==> config.mk <==
export PLATFORM = sky130hd
export DESIGN_NAME = mioc_in_filter
export DESIGN_NICKNAME = d
export VERILOG_FILES = /design/src/rtl/mioc_pkg.sv /design/src/rtl/mioc_bit_filter.sv /design/src/rtl/mioc_in_filter.sv
export SDC_FILE = /design/constraint.sdc
export NUM_CORES = 1
export LEC_CHECK = 0
export BUFFER_PORTS_ARGS = -buffer_cell sky130_fd_sc_hd__buf_2
export CAP_MARGIN = 20
export CELL_PAD_IN_SITES_DETAIL_PLACEMENT = 1
export CELL_PAD_IN_SITES_GLOBAL_PLACEMENT = 1
export CORE_MARGIN = 2
export CORE_UTILIZATION = 45
export CTS_CLUSTER_SIZE = 40
export DETAILED_ROUTE_END_ITERATION = 8
export PLACE_DENSITY_LB_ADDON = 0.1
export SLEW_MARGIN = 20
export SYNTH_ARGS = -nofsm -noshare
export SYNTH_HDL_FRONTEND = slang
export SYNTH_SLANG_ARGS = --single-unit
==> constraint.sdc <==
create_clock -name clk -period 2.7 [get_ports clk]
set_input_delay 0.27 -clock clk [delete_from_list [all_inputs] [get_ports clk]]
set_output_delay 0.27 -clock clk [all_outputs]
set_load 0.02 [all_outputs]
==> src/rtl/mioc_pkg.sv <==
// Shared constants and sizing helper for the mioc input conditioning stage.
package mioc_pkg;

    localparam int unsigned MIOC_SYNC_STAGES_DEF = 2;
    localparam int unsigned MIOC_FILT_CYC_DEF    = 4;
    localparam int unsigned MIOC_IN_W            = 4;
    localparam int unsigned MIOC_CNT_W_DEF       = 8;

    // Smallest counter width W with 2**W > filt_cyc.
    function automatic int unsigned mioc_cnt_w(input int unsigned filt_cyc);
        return $clog2(filt_cyc + 1);
    endfunction

endpackage

==> src/rtl/mioc_bit_filter.sv <==
// One input bit: synchronizer chain followed by a stability filter that only
// passes levels held for FILT_CYC consecutive clocks.
module mioc_bit_filter
    import mioc_pkg::*;
#(
    parameter int unsigned SYNC_STAGES = MIOC_SYNC_STAGES_DEF,
    parameter int unsigned FILT_CYC    = MIOC_FILT_CYC_DEF,
    parameter int unsigned CNT_W       = MIOC_CNT_W_DEF
) (
    input  logic clk,
    input  logic rst_n,
    input  logic a_i,
    output logic q_o,
    output logic upd_c_o,
    output logic idle_c_o
);

    localparam logic [CNT_W-1:0] CNT_LAST = CNT_W'(FILT_CYC - 1);

    logic [SYNC_STAGES-1:0] sync_q;
    logic                   s_c;
    logic [CNT_W-1:0]       cnt_q, cnt_d;
    logic                   q_q, q_d;
    logic                   upd_c;

    // Plain flop chain, no logic between stages.
    always_ff @(posedge clk or negedge rst_n) begin
        if (!rst_n) begin
            sync_q <= '0;
        end else begin
            sync_q <= {sync_q[SYNC_STAGES-2:0], a_i};
        end
    end

    assign s_c = sync_q[SYNC_STAGES-1];

    // A disagreeing level must persist for FILT_CYC evaluations; any agreement
    // in between throws the partial count away.
    always_comb begin
        cnt_d = cnt_q;
        q_d   = q_q;
        upd_c = 1'b0;
        if (s_c == q_q) begin
            cnt_d = '0;
        end else if (cnt_q == CNT_LAST) begin
            q_d   = s_c;
            cnt_d = '0;
            upd_c = 1'b1;
        end else begin
            cnt_d = cnt_q + CNT_W'(1);
        end
    end

    always_ff @(posedge clk or negedge rst_n) begin
        if (!rst_n) begin
            cnt_q <= '0;
            q_q   <= 1'b0;
        end else begin
            cnt_q <= cnt_d;
            q_q   <= q_d;
        end
    end

    assign q_o      = q_q;
    assign upd_c_o  = upd_c;
    assign idle_c_o = (s_c == q_q) && (cnt_q == '0);

endmodule

==> src/rtl/mioc_in_filter.sv <==
// Conditions the four asynchronous gate inputs into clean levels, with a
// change strobe and a settled indication for downstream users of z.
module mioc_in_filter
    import mioc_pkg::*;
#(
    parameter int unsigned SYNC_STAGES = MIOC_SYNC_STAGES_DEF,
    parameter int unsigned FILT_CYC    = MIOC_FILT_CYC_DEF,
    parameter int unsigned CNT_W       = MIOC_CNT_W_DEF
) (
    input  logic                 clk,
    input  logic                 rst_n,
    input  logic [MIOC_IN_W-1:0] a_in,
    output logic [MIOC_IN_W-1:0] q,
    output logic                 chg,
    output logic                 stable
);

    if (SYNC_STAGES < 2 || SYNC_STAGES > 4 || FILT_CYC < 1 || FILT_CYC > 255 ||
        CNT_W < mioc_cnt_w(FILT_CYC)) begin : g_bad_params
        $error("mioc_in_filter: illegal parameter combination");
    end

    logic [MIOC_IN_W-1:0] upd_c;
    logic [MIOC_IN_W-1:0] idle_c;
    logic                 chg_q;

    for (genvar i = 0; i < MIOC_IN_W; i++) begin : g_bit
        mioc_bit_filter #(
            .SYNC_STAGES(SYNC_STAGES),
            .FILT_CYC   (FILT_CYC),
            .CNT_W      (CNT_W)
        ) u_bit (
            .clk     (clk),
            .rst_n   (rst_n),
            .a_i     (a_in[i]),
            .q_o     (q[i]),
            .upd_c_o (upd_c[i]),
            .idle_c_o(idle_c[i])
        );
    end

    // Registered on the same edge as q so the pulse lines up with the new value.
    always_ff @(posedge clk or negedge rst_n) begin
        if (!rst_n) begin
            chg_q <= 1'b0;
        end else begin
            chg_q <= |upd_c;
        end
    end

    assign chg    = chg_q;
    assign stable = &idle_c;

endmodule

# Yosys cells after proc, flatten, opt, wreduce, memory -nomap -nowiden

Cells that the tools add are included.

Add/subtract/negate cells: 4
Multiply operators: 0
Div/mod/pow operators: 0
Magnitude comparators: 0
Equality and inequality tests: 8
Shift-type cells: 0
Mux-type cells: 16
Bitwise operators: 4
Reductions and logical operators: 14

Operator list:

| cell                  | count |
|---|---|
| $mux W8               | 8 |
| $add A8 B1 Y8 const B | 4 |
| $eq A8 B2 Y1 const B  | 4 |
| $logic_not A8 Y1      | 4 |
| $mux W1               | 8 |
| $reduce_and A2 Y1     | 4 |
| $eq A1 B1 Y1          | 4 |
| $logic_and A1 B1 Y1   | 4 |
| $not A1 Y1            | 4 |
| $reduce_and A4 Y1     | 1 |
| $reduce_or A4 Y1      | 1 |

Bits in registers: 45
Bits in latches: 0
Memory bits (writable): 0
Bits in read-only memories: 0
Logic and storage cells: 59
Memories: 0

# Longest topological paths before layout

Gate-level depths: netlist of the first run.

Depth after elaboration: 4
Depth in mapped cells: 5
Mapped depth without buffers: 5

# Cells and area by module

A second synthesis of the first run with hierarchy kept.

Cell total of the unflattened synthesis: 203
Area, all modules: 2203.4 um^2

By module, submodules not included:

| module          | instances | cells an instance | area an instance (um^2) | sequential area each (um^2) |
|---|---|---|---|---|
| mioc_bit_filter | 4         | 50                | 540.5                   | 275.3 |
| mioc_in_filter  | 1         | 3                 | 41.3                    | 25.0 |

# Worst setup path after synthesis of the first run

Ideal clock, no wire load.

Kind: reg-to-output
Start: register g_bit[0].u_bit.cnt_q[4]
End: output port stable
Data arrival time: 1.802 ns
Required time: 2.430 ns
Path slack: 0.628 ns
Cell stages (with the launch flop): 4
Path buffers: 0
Path through: dfrtp_1 > or4_4 > or3_1 > nor4_2

Cells in the longest elaborated chain, start to end: 3

Ends and longest elaborated chain:

| what                   | line                  | text |
|---|---|---|
| start, declared        | mioc_bit_filter.sv:22 | `logic [CNT_W-1:0] cnt_q, cnt_d;` |
| start signal, assigned | mioc_bit_filter.sv:59 | `cnt_q <= cnt_d;` |
| $logic_not A8 Y1       | mioc_bit_filter.sv:66 | `assign idle_c_o = (s_c == q_q) && (cnt_q == '0);` |
| $logic_and A1 B1 Y1    | mioc_bit_filter.sv:66 |  |
| $reduce_and A4 Y1      | mioc_in_filter.sv:52  | `assign stable = &idle_c;` |
| end, declared          | mioc_in_filter.sv:15  | `output logic stable` |

Every way passes these cells.

# Worst setup path in the final report of the first run

Ends and elaborated chain as after synthesis.

==> metrics.txt, run 1 <==
status=finished clean; syn nets=233; I/O pin count=12; Hold WS=83.8 ps; clock sink count=45; vias per inst=5.56; register area=1130 µm²; sequential element share of the synthesized area=0.518; Worst-path clk slew=80 ps; maximum vdd ir drop=0.000558 V; Post-CTS Hold Buffers=0; FP Rows=25; initial antenna violation count=0; clock skew=8.43 ps; syn avg cell area=10.1 µm²; slew margin rel.=0.338; CTS buffer count=5; sequential group share of total power=0.497; layout cells sized above 1=0.115; flop2flop setup slack=810 ps; Yosys reg bits=45; clk buf depth=2; Worst Reg-to-Reg Cells=4; WP data required=2430 ps; fillers=534; async set-reset flop share out of synthesis=1.00; reg-to-reg endpoint=g_bit[2].u_bit.cnt_q[3]; Mapped Cells=215; P&R area growth vs syn=7.53%; arrival time worst endpoint=2110 ps; WHS Endpoint=g_bit[3].u_bit.sync_q[0]; Worst Hold Class=in -> reg; setup TNS=0 ps; largest net degree at the start of global routing=46; n_diodes=0; Max Cap Viol=0; CP endpoint kind=output pin; Netlist cell types=25; setup repair bufs after CTS=0; number of synthesized flops with an enable pin=0; YS warnings=0; RSZ-0062 raised after global routing=false; FMAX=421 MHz; antenna-violating nets left=0; number of global-route vias before repair=1681; crit-path max FO=6; crit path launch type=register; Die Area=5410 µm²; Core ar.=4690 µm²; Final nets=244; synthesized cell area=2180 µm²; hold wc startpoint=a_in[3]; WHS Path Cells=1; WS Path Type=reg -> out; fin area=2340 µm²; routed vias=1563; period utilization=0.880; global-route wire length before repair=7720 µm; worst slew pin tran=992 ps; global-route usage over all layers=0.184; Die Width=73.5 µm; Power Density=798 nW/µm²; Die Span Y=73.5 µm; gpl congestion=0.816; H-Tree Level Count=2; grt ovf=0; Final Hold Vio Count=0; leakage power=1.05 nW; clock share of power=0.213; minimum clock period=2380 ps; area of the multi-input gates=960 µm²; dpl hpwl=3240 µm; sw power=0.699 mW; reg2reg start=g_bit[2].u_bit.cnt_q[0]; Setup violations, final=0; fin. max-slew vios=0; 1st-iter DRT viols=48; Primary FF master, synth=dfrtp_1; Clock Root Buffer=clkbuf_8; DR DRC count=0; Cell Area, Placed=2260 µm²; TritonCTS clock tree=built; Switching Fraction=0.374; Post-Route WL=4300 µm; clk_lat worst skew=290 ps; internal power=1.17 mW; Routed wire per std cell=15.3 µm; top cell type by total area after synthesis=dfrtp_1; Resized Gates After CTS=0; Comb power frac=0.290; I/O Buffers=11; Initial Util=0.464; DR pass1 iterations=4; top area cells in the synthesized netlist=dfrtp_1, ha_1, xor2_1; Synth top area share=0.518
-- power by group through the flow --
stage,Sequential (mW),Clock (mW),Combinational [mW]
2_1_floorplan,0.894,0,0.444
3_3_place_gp,0.933,0,0.533
3_5_place_dp,0.944,0,0.549
4_1_cts,0.931,0.413,0.554
5_1_grt,0.952,0.432,0.628
6_report,0.928,0.398,0.541
-- area by class of cell --
class,instances,area share
Clock buffer,6,0.0310
Multi-Input combinational cell,150,0.410
Sequential cell,45,0.481
Tap cell,54,0.0289
Inverter,13,0.0209
Timing Repair Buffer,11,0.0235
Clock inverter,2,0.00428
-- sequential cells by signal, indices dropped and copies added (netlist names) --
signal	cells
g_bit.u_bit.sync_q	8
g_bit.u_bit.cnt_q	32
g_bit.u_bit.q_o	4
chg	1
-- metrics by stage --
step / power, mW / utilization / cells / setup WS (ps)
global placement: 1.47 / 0.481 / 273 / 658
finish: 1.87 / 0.499 / 281 / 324
detailed placement: 1.49 / 0.481 / 273 / 624
CTS: 1.90 / 0.499 / 281 / 303
floorplan: 1.34 / - / 215 / 628
global route: 2.01 / 0.499 / 281 / 183
-- logic make-up (layout without fill, tap and decap cells) --
logic type	count (synthesis)	in the layout	synth area share
AO/OA/AOI/OAI	30	30	0.0690
flip-flops	45	45	0.518
XOR/XNOR	16	16	0.0644
adder cells (fa/ha/maj)	12	12	0.0690
AND/OR/NAND/NOR	90	90	0.228
buffers and inverters	20	32	0.0414
multiplexers	2	2	0.0104
-- critical path, cell delays in order (launching register included) --
cell and delay (ps):
dfrtp_1 450, or4_4 560, or3_1 340, nor4_2 270, buf_2 200
-- synth_stat cells, types with 7 or more instances --
cell type,count
a21oi_1,12
dfrtp_1,45
ha_1,12
inv_1,13
nand2_1,7
nand3_1,19
nand4_1,8
nor2_1,23
o21ai_0,14
or3_1,14
xor2_1,12
-- worst max-delay path by stage --
| stage | cells past startpoint | start | to |
|---|---|---|---|
| after floorplan | 3 | g_bit[0].u_bit.cnt_q[4] | stable |
| after global placement | 4 | g_bit[0].u_bit.cnt_q[4] | stable |
| after detailed placement | 4 | g_bit[0].u_bit.cnt_q[4] | stable |
| after CTS | 4 | g_bit[0].u_bit.cnt_q[4] | stable |
| after global routing | 4 | g_bit[0].u_bit.cnt_q[4] | stable |
| final | 4 | g_bit[0].u_bit.cnt_q[4] | stable |
-- layout by cell type, fill, tap and decap left out, types with 11 or more instances in the layout --
cell type / count
xor2_1: 12
inv_1: 13
or3_1: 14
nand3_1: 19
buf_2: 11
a21oi_1: 12
dfrtp_1: 45
ha_1: 12
nor2_1: 23
o21ai_0: 14
-- layer usage --
metal / GRT usage / wire, µm
met1: 0.238 / 2000
met2: 0.317 / 2190
met5: 0 / 0
met3: 0.0288 / 67
met4: 0.0545 / 42
(Power assumes the default switching activity.)
==> run 2: changes to the inputs <==
--- a/config.mk
+++ b/config.mk
@@ -9,7 +9,8 @@
 export CAP_MARGIN = 20
 export CELL_PAD_IN_SITES_DETAIL_PLACEMENT = 1
 export CELL_PAD_IN_SITES_GLOBAL_PLACEMENT = 1
-export CORE_MARGIN = 2
+export CORE_ASPECT_RATIO = 1.1
+export CORE_MARGIN = 1.5
 export CORE_UTILIZATION = 45
 export CTS_CLUSTER_SIZE = 40
 export DETAILED_ROUTE_END_ITERATION = 8
==> metrics.txt, run 2 (synthesis results as in run 1) <==
status=finished clean; Worst-path clk slew=80 ps (about the same); max FFs per register=32 (unchanged); global-route track usage on met2=0.321 (+0.00369); leakage power=1.07 nW (+1.4%); fin area=2370 µm² (+1.4%); delay-heaviest family, CP=simple AND/OR/NAND/NOR gates; routed vias=1583 (+1.3%); FP Rows=26 (+4.0%); clk_lat worst skew=300 ps (about the same); Comb power frac=0.284 (-0.006); grt peak-use layer=met2; global-route usage over all layers=0.188 (+0.00404); Post-Route WL=4360 µm (+1.3%); slowest cell on the critical path=or4_4; FMAX=414 MHz (-1.5%); Routed wire per std cell=15.3 µm (+0.25%); WS Path Type=reg -> out; Final nets=245 (+0.41%); Power Density=815 nW/µm² (+2.0%); CTS buffer count=5 (unchanged); Max stage delay on crit path=570 ps (about the same); clock share of power=0.237 (+0.024); layout cells sized above 1=0.118 (+0.00388); sequential group share of total power=0.479 (-0.018); WP data required=2430 ps (about the same); largest net degree at the start of global routing=46 (unchanged); TritonCTS clock tree=built; H-Tree Level Count=2 (unchanged); Die Area=5260 µm² (-2.7%); Die Span Y=75.9 µm (+3.3%); period utilization=0.894 (+0.0135); antenna-violating nets left=0 (unchanged); number of global-route vias before repair=1702 (+1.2%); I/O Buffers=11 (unchanged); Hold WS=74.2 ps (-9.65 ps); GR Util met3=0.0359 (+0.00710); dpl cells=275 (+0.73%); most frequent cells in the layout=dfrtp_1, nor2_1, nand3_1; Final Hold Vio Count=0 (unchanged); sw power=0.711 mW (+1.7%); Cell Area, Placed=2260 µm² (+0.11%); vias per inst=5.57 (+0.21%); DR DRC count=0 (unchanged); grt ovf=0 (unchanged); Max Cap Viol=0 (unchanged); reg-to-reg endpoint=g_bit[2].u_bit.cnt_q[2]; crit path to=stable; dpl hpwl=3160 µm (-2.7%); crit-path max FO=6 (unchanged); slew margin rel.=0.607 (+0.268); Core ar.=4650 µm² (-0.85%); most common cell after layout, fill and taps aside=dfrtp_1; Worst Reg-to-Reg Cells=4 (unchanged); flop2flop setup slack=810 ps (about the same); CP Buf/Inv Count=1 (unchanged); RSZ-0062 raised after global routing=false; arrival time worst endpoint=2140 ps (+30 ps); Initial Util=0.468 (+0.00399); Final Power=1.93 mW (+3.5%); Die Width=69.3 µm (-5.8%); P&R area growth vs syn=9.09%; reg2reg start=g_bit[2].u_bit.cnt_q[0]; Switching Fraction=0.368 (-0.00653); clock skew=5.76 ps (-2.66 ps); fin cells=284 (+1.1%); I/O pin count=12 (unchanged); crit path cell chain=or4_4, or3_1, nor4_2, buf_2; initial antenna violation count=0 (unchanged); CP endpoint kind=output pin; n_diodes=0 (unchanged); Worst Hold Class=in -> reg; 1st-iter DRT viols=74 (+54%); fin. max-slew vios=0 (unchanged); gpl congestion=0.847 (+3.8%); global-route wire length before repair=8050 µm (+4.2%); DR pass1 iterations=4 (unchanged); internal power=1.22 mW (+4.6%); clock sink count=45 (unchanged); Setup violations, final=0 (unchanged); crit path launch type=register; Clock Root Buffer=clkbuf_8; setup TNS=0 ps (unchanged); grt met1 use=0.240 (+0.00245); maximum vdd ir drop=0.000434 V (-22%); CP Depth=4 (unchanged); Largest Register=g_bit.u_bit.cnt_q; Critical Path Start=g_bit[0].u_bit.cnt_q[4]; minimum clock period=2410 ps (+36.4 ps); clk buf depth=2 (unchanged); worst slew pin tran=586 ps (-406 ps); Resized Gates After CTS=0 (unchanged)
==> run 2: changes by cell type in the layout (fill, tap and decap cells not counted) <==
| cell | delta |
|---|---|
| clkbuf_8 | +2 |
| buf_2 | -1 |
| buf_4 | +1 |
| clkbuf_1 | -1 |
| clkinv_2 | -1 |
| dlygate4sd3_1 | +1 |
==> run 2: metrics by stage <==
| stage | util | setup slack, ps |
|---|---|---|
| 2_1_floorplan | - | 628 |
| 3_3_place_gp | 0.486 | 602 |
| 3_5_place_dp | 0.486 | 622 |
| 4_1_cts | 0.508 | 280 |
| 5_1_grt | 0.510 | 180 |
| 6_report | 0.510 | 287 |
==> run 2: final cells by class <==
type / count / area (µm²)
sequential: 45 / 1130
clock buffer: 7 / 96.3
tap: 56 / 70.1
fill: 533 / 2280
multi-input combinational: 150 / 960
inverter: 13 / 48.8
timing repair buffer: 12 / 67.6
clock inverter: 1 / 5.00
==> run 2: metal layers <==
metal / wire [µm] / vias to the layer above
li1: - / 766
met1: 1950 / 789
met2: 2240 / 21
met3: 106 / 7
met4: 67 / 0
met5: 0 / -
==> run 2: worst min-delay path by stage <==
stage	startpoint	to	slack (ps)	cells past startpoint
3_3_place_gp	g_bit[3].u_bit.sync_q[0]	g_bit[3].u_bit.sync_q[1]	330	0
2_1_floorplan	rst_n	chg	-30	0
4_1_cts	a_in[1]	g_bit[1].u_bit.sync_q[0]	60	1
3_5_place_dp	g_bit[0].u_bit.sync_q[0]	g_bit[0].u_bit.sync_q[1]	340	0
5_1_grt	a_in[3]	g_bit[3].u_bit.sync_q[0]	60	1
6_report	a_in[1]	g_bit[1].u_bit.sync_q[0]	70	1
==> run 2: what timing repair did <==
action,in CTS,in global routing
buffers inserted,0,0
endpoints found under the hold margin,0,10
hold buffers,0,1
==> run 2: power by group through the flow <==
stage	combinational (mW)	clock, mW	sequential (mW)
2_1_floorplan	0.444	0	0.894
5_1_grt	0.622	0.501	0.954
4_1_cts	0.562	0.476	0.928
3_5_place_dp	0.558	0	0.940
6_report	0.548	0.459	0.926
3_3_place_gp	0.529	0	0.931
==> run 2: worst register-to-register path: stages, from the launching register on <==
cell	delay, ps
dfrtp_1	490
ha_1	240
or3b_2	470
o21ai_1	460
nor2_1	110
==> run 3: changes to the inputs <==
--- a/config.mk
+++ b/config.mk
@@ -5,6 +5,7 @@
 export SDC_FILE = /design/constraint.sdc
 export NUM_CORES = 1
 export LEC_CHECK = 0
+export ABC_AREA = 1
 export BUFFER_PORTS_ARGS = -buffer_cell sky130_fd_sc_hd__buf_2
 export CAP_MARGIN = 20
 export CELL_PAD_IN_SITES_DETAIL_PLACEMENT = 1
==> metrics.txt, run 3 <==
status=finished clean; Switching Fraction=0.373 (+0.00584); CTS buffer count=5 (unchanged); WS Path Type=reg -> out; Mapped Cells=295 (+37%); Clock Root Buffer=clkbuf_8; I/O Buffers=11 (unchanged); flop2flop setup slack=1470 ps (+660 ps); number of synthesized flops with an enable pin=0 (unchanged); Largest Register=g_bit.u_bit.cnt_q; DR pass1 iterations=4 (unchanged); grt ovf=0 (unchanged); P&R area growth vs syn=8.24%; syn avg cell area=7.93 µm² (-22%); Post-synth top cells=nand2_1, inv_1, dfrtp_1, nor2_1, nand3_1; WP data required=2430 ps (about the same); global-route usage over all layers=0.184 (-0.00395); global-route wire length before repair=8070 µm (+0.35%); FP Rows=27 (+3.8%); initial antenna violation count=0 (unchanged); internal power=1.12 mW (-8.0%); hold wc startpoint=a_in[3]; largest net degree at the start of global routing=46 (unchanged); minimum clock period=1900 ps (-513 ps); clk buf depth=2 (unchanged); most common cell after layout, fill and taps aside=nand2_1; slew margin rel.=0.624 (+0.0178); clock share of power=0.223 (-0.014); routed vias=1771 (+12%); setup TNS=0 ps (unchanged); Post-Route WL=4450 µm (+2.0%); Worst Reg-to-Reg Cells=6 (+2); clock skew=8.99 ps (+3.22 ps); WHS Endpoint=g_bit[3].u_bit.sync_q[0]; maximum vdd ir drop=0.000359 V (-17%); crit path launch type=register; Final Power=1.79 mW (-7.2%); reg2reg start=g_bit[2].u_bit.cnt_q[0]; layout cells sized above 1=0.106 (-0.0123); Worst Hold Class=in -> reg; I/O pin count=12 (unchanged); Max Cap Viol=0 (unchanged); Synth top area share=0.482 (-0.0360); sequential group share of total power=0.492 (+0.013); async set-reset flop share out of synthesis=1.00 (unchanged); period utilization=0.704 (-0.190); DR DRC count=0 (unchanged); Comb power frac=0.284 (about the same); syn nets=313 (+34%); reg-to-reg endpoint=g_bit[2].u_bit.cnt_q[0]; n_diodes=0 (unchanged); Resized Gates After CTS=0 (unchanged); top area cells in the synthesized netlist=dfrtp_1, nand2_1, inv_1; Primary FF master, synth=dfrtp_1; Setup violations, final=0 (unchanged); sequential element share of the synthesized area=0.482 (-0.0360); synthesized cell area=2340 µm² (+7.5%); vias per inst=4.80 (-14%); Routed wire per std cell=12.1 µm (-21%); Die Span Y=78.6 µm (+3.5%); dpl hpwl=3470 µm (+10%); top cell type by total area after synthesis=dfrtp_1; FMAX=526 MHz (+27%); worst slew pin tran=563 ps (-22.8 ps); Netlist cell types=18 (-28%); CP endpoint kind=output pin; sw power=0.670 mW (-5.7%); Core ar.=5000 µm² (+7.5%); WHS Path Cells=1 (unchanged); clock sink count=45 (unchanged); Yosys reg bits=45 (unchanged); clk_lat worst skew=300 ps (about the same); cell with the most instances after synthesis=nand2_1; fillers=643 (+21%); arrival time worst endpoint=1630 ps (-510 ps); RSZ-0062 raised after global routing=false; Final Hold Vio Count=0 (unchanged); YS warnings=0 (unchanged); antenna-violating nets left=0 (unchanged); 1st-iter DRT viols=61 (-18%); number of global-route vias before repair=1937 (+14%); Initial Util=0.468 (about the same); Final nets=328 (+34%); Die Width=71.7 µm (+3.5%); gpl congestion=0.747 (-12%); Worst-path clk slew=90 ps (about the same); H-Tree Level Count=2 (unchanged); fin. max-slew vios=0 (unchanged); crit-path max FO=5 (-1); Power Density=709 nW/µm² (-13%); Die Area=5640 µm² (+7.2%); TritonCTS clock tree=built; most frequent cells in the layout=nand2_1, inv_1, dfrtp_1; max FFs per register=32 (unchanged); leakage power=1.33 nW (+24%)
-- run 3: cell count changes in the layout (fill, tap and decap cells not counted), sizes merged, moves of 13 or more --
| cell | previous run | this run |
|---|---|---|
| inv | 13 | 62 |
| nand2 | 7 | 66 |
| nor2 | 23 | 48 |
| nor3 | 0 | 16 |
| o21ai | 18 | 5 |
| or3 | 14 | 0 |
-- run 3: critical path: stages (launching register included) --
cell     delay, ps
dfrtp_1        440
inv_1          120
ha_1           150
nand2_1         50
nor2_1          90
nand2_1         60
nor2_1         100
nand2_1         60
nor2_1         100
buf_2          170
-- run 3: power by group through the flow --
stage	Sequential, mW	Clock [mW]	Combinational (mW)
finish	0.883	0.400	0.510
global route	0.901	0.443	0.594
CTS	0.884	0.426	0.526
detailed placement	0.897	0	0.523
global placement	0.889	0	0.498
floorplan	0.879	0	0.397
-- run 3: through the flow --
stage,hold slack [ps],cell area (µm²),setup WS [ps],std cells,utilization
4_1_cts,64.3,2520,743,368,0.504
6_report,80.0,2530,800,369,0.506
2_1_floorplan,-25.6,2340,1200,295,-
3_5_place_dp,339,2440,1090,360,0.487
3_3_place_gp,332,2440,1120,360,0.487
5_1_grt,56.1,2530,634,369,0.506
-- run 3: area by class of cell --
class,instances,area (µm²),area share
clock buffers,6,72.6,0.0287
clock inverters,2,10.0,0.00395
inverters,62,233,0.0919
multi-input cells,184,950,0.375
flip-flops and latches,45,1130,0.445
well taps,58,72.6,0.0287
repair buffers,12,67.6,0.0267
-- run 3: cells by family (layout without fill, tap and decap cells) --
logic type | Yosys count | after routing | share of synthesized area
buffers and inverters | 66 | 82 | 0.112
XOR/XNOR | 10 | 10 | 0.0375
adder cells (fa/ha/maj) | 12 | 12 | 0.0642
flip-flops | 45 | 45 | 0.482
AND/OR/NAND/NOR | 147 | 147 | 0.272
AO/OA/AOI/OAI | 15 | 15 | 0.0321
-- run 3: worst max path at each step --
stage | from | endpoint | slack, ps | cells after the start
final | g_bit[2].u_bit.cnt_q[0] | stable | 800 | 9
after global routing | g_bit[2].u_bit.cnt_q[0] | stable | 630 | 9
after global placement | g_bit[2].u_bit.cnt_q[0] | stable | 1120 | 9
after CTS | g_bit[2].u_bit.cnt_q[0] | stable | 740 | 9
after detailed placement | g_bit[2].u_bit.cnt_q[0] | stable | 1090 | 9
after floorplan | g_bit[2].u_bit.cnt_q[0] | stable | 1200 | 8
-- run 3: metal layers --
layer | track usage | wire (µm)
met1 | 0.214 | 2100
met2 | 0.328 | 2180
met3 | 0.0347 | 89
met4 | 0.0755 | 75
met5 | 0 | 0
-- run 3: what timing repair did --
action                                 4_1_cts  5_1_grt
buffers inserted                             0        0
hold buffers                                 0        1
endpoints found under the hold margin        0        1
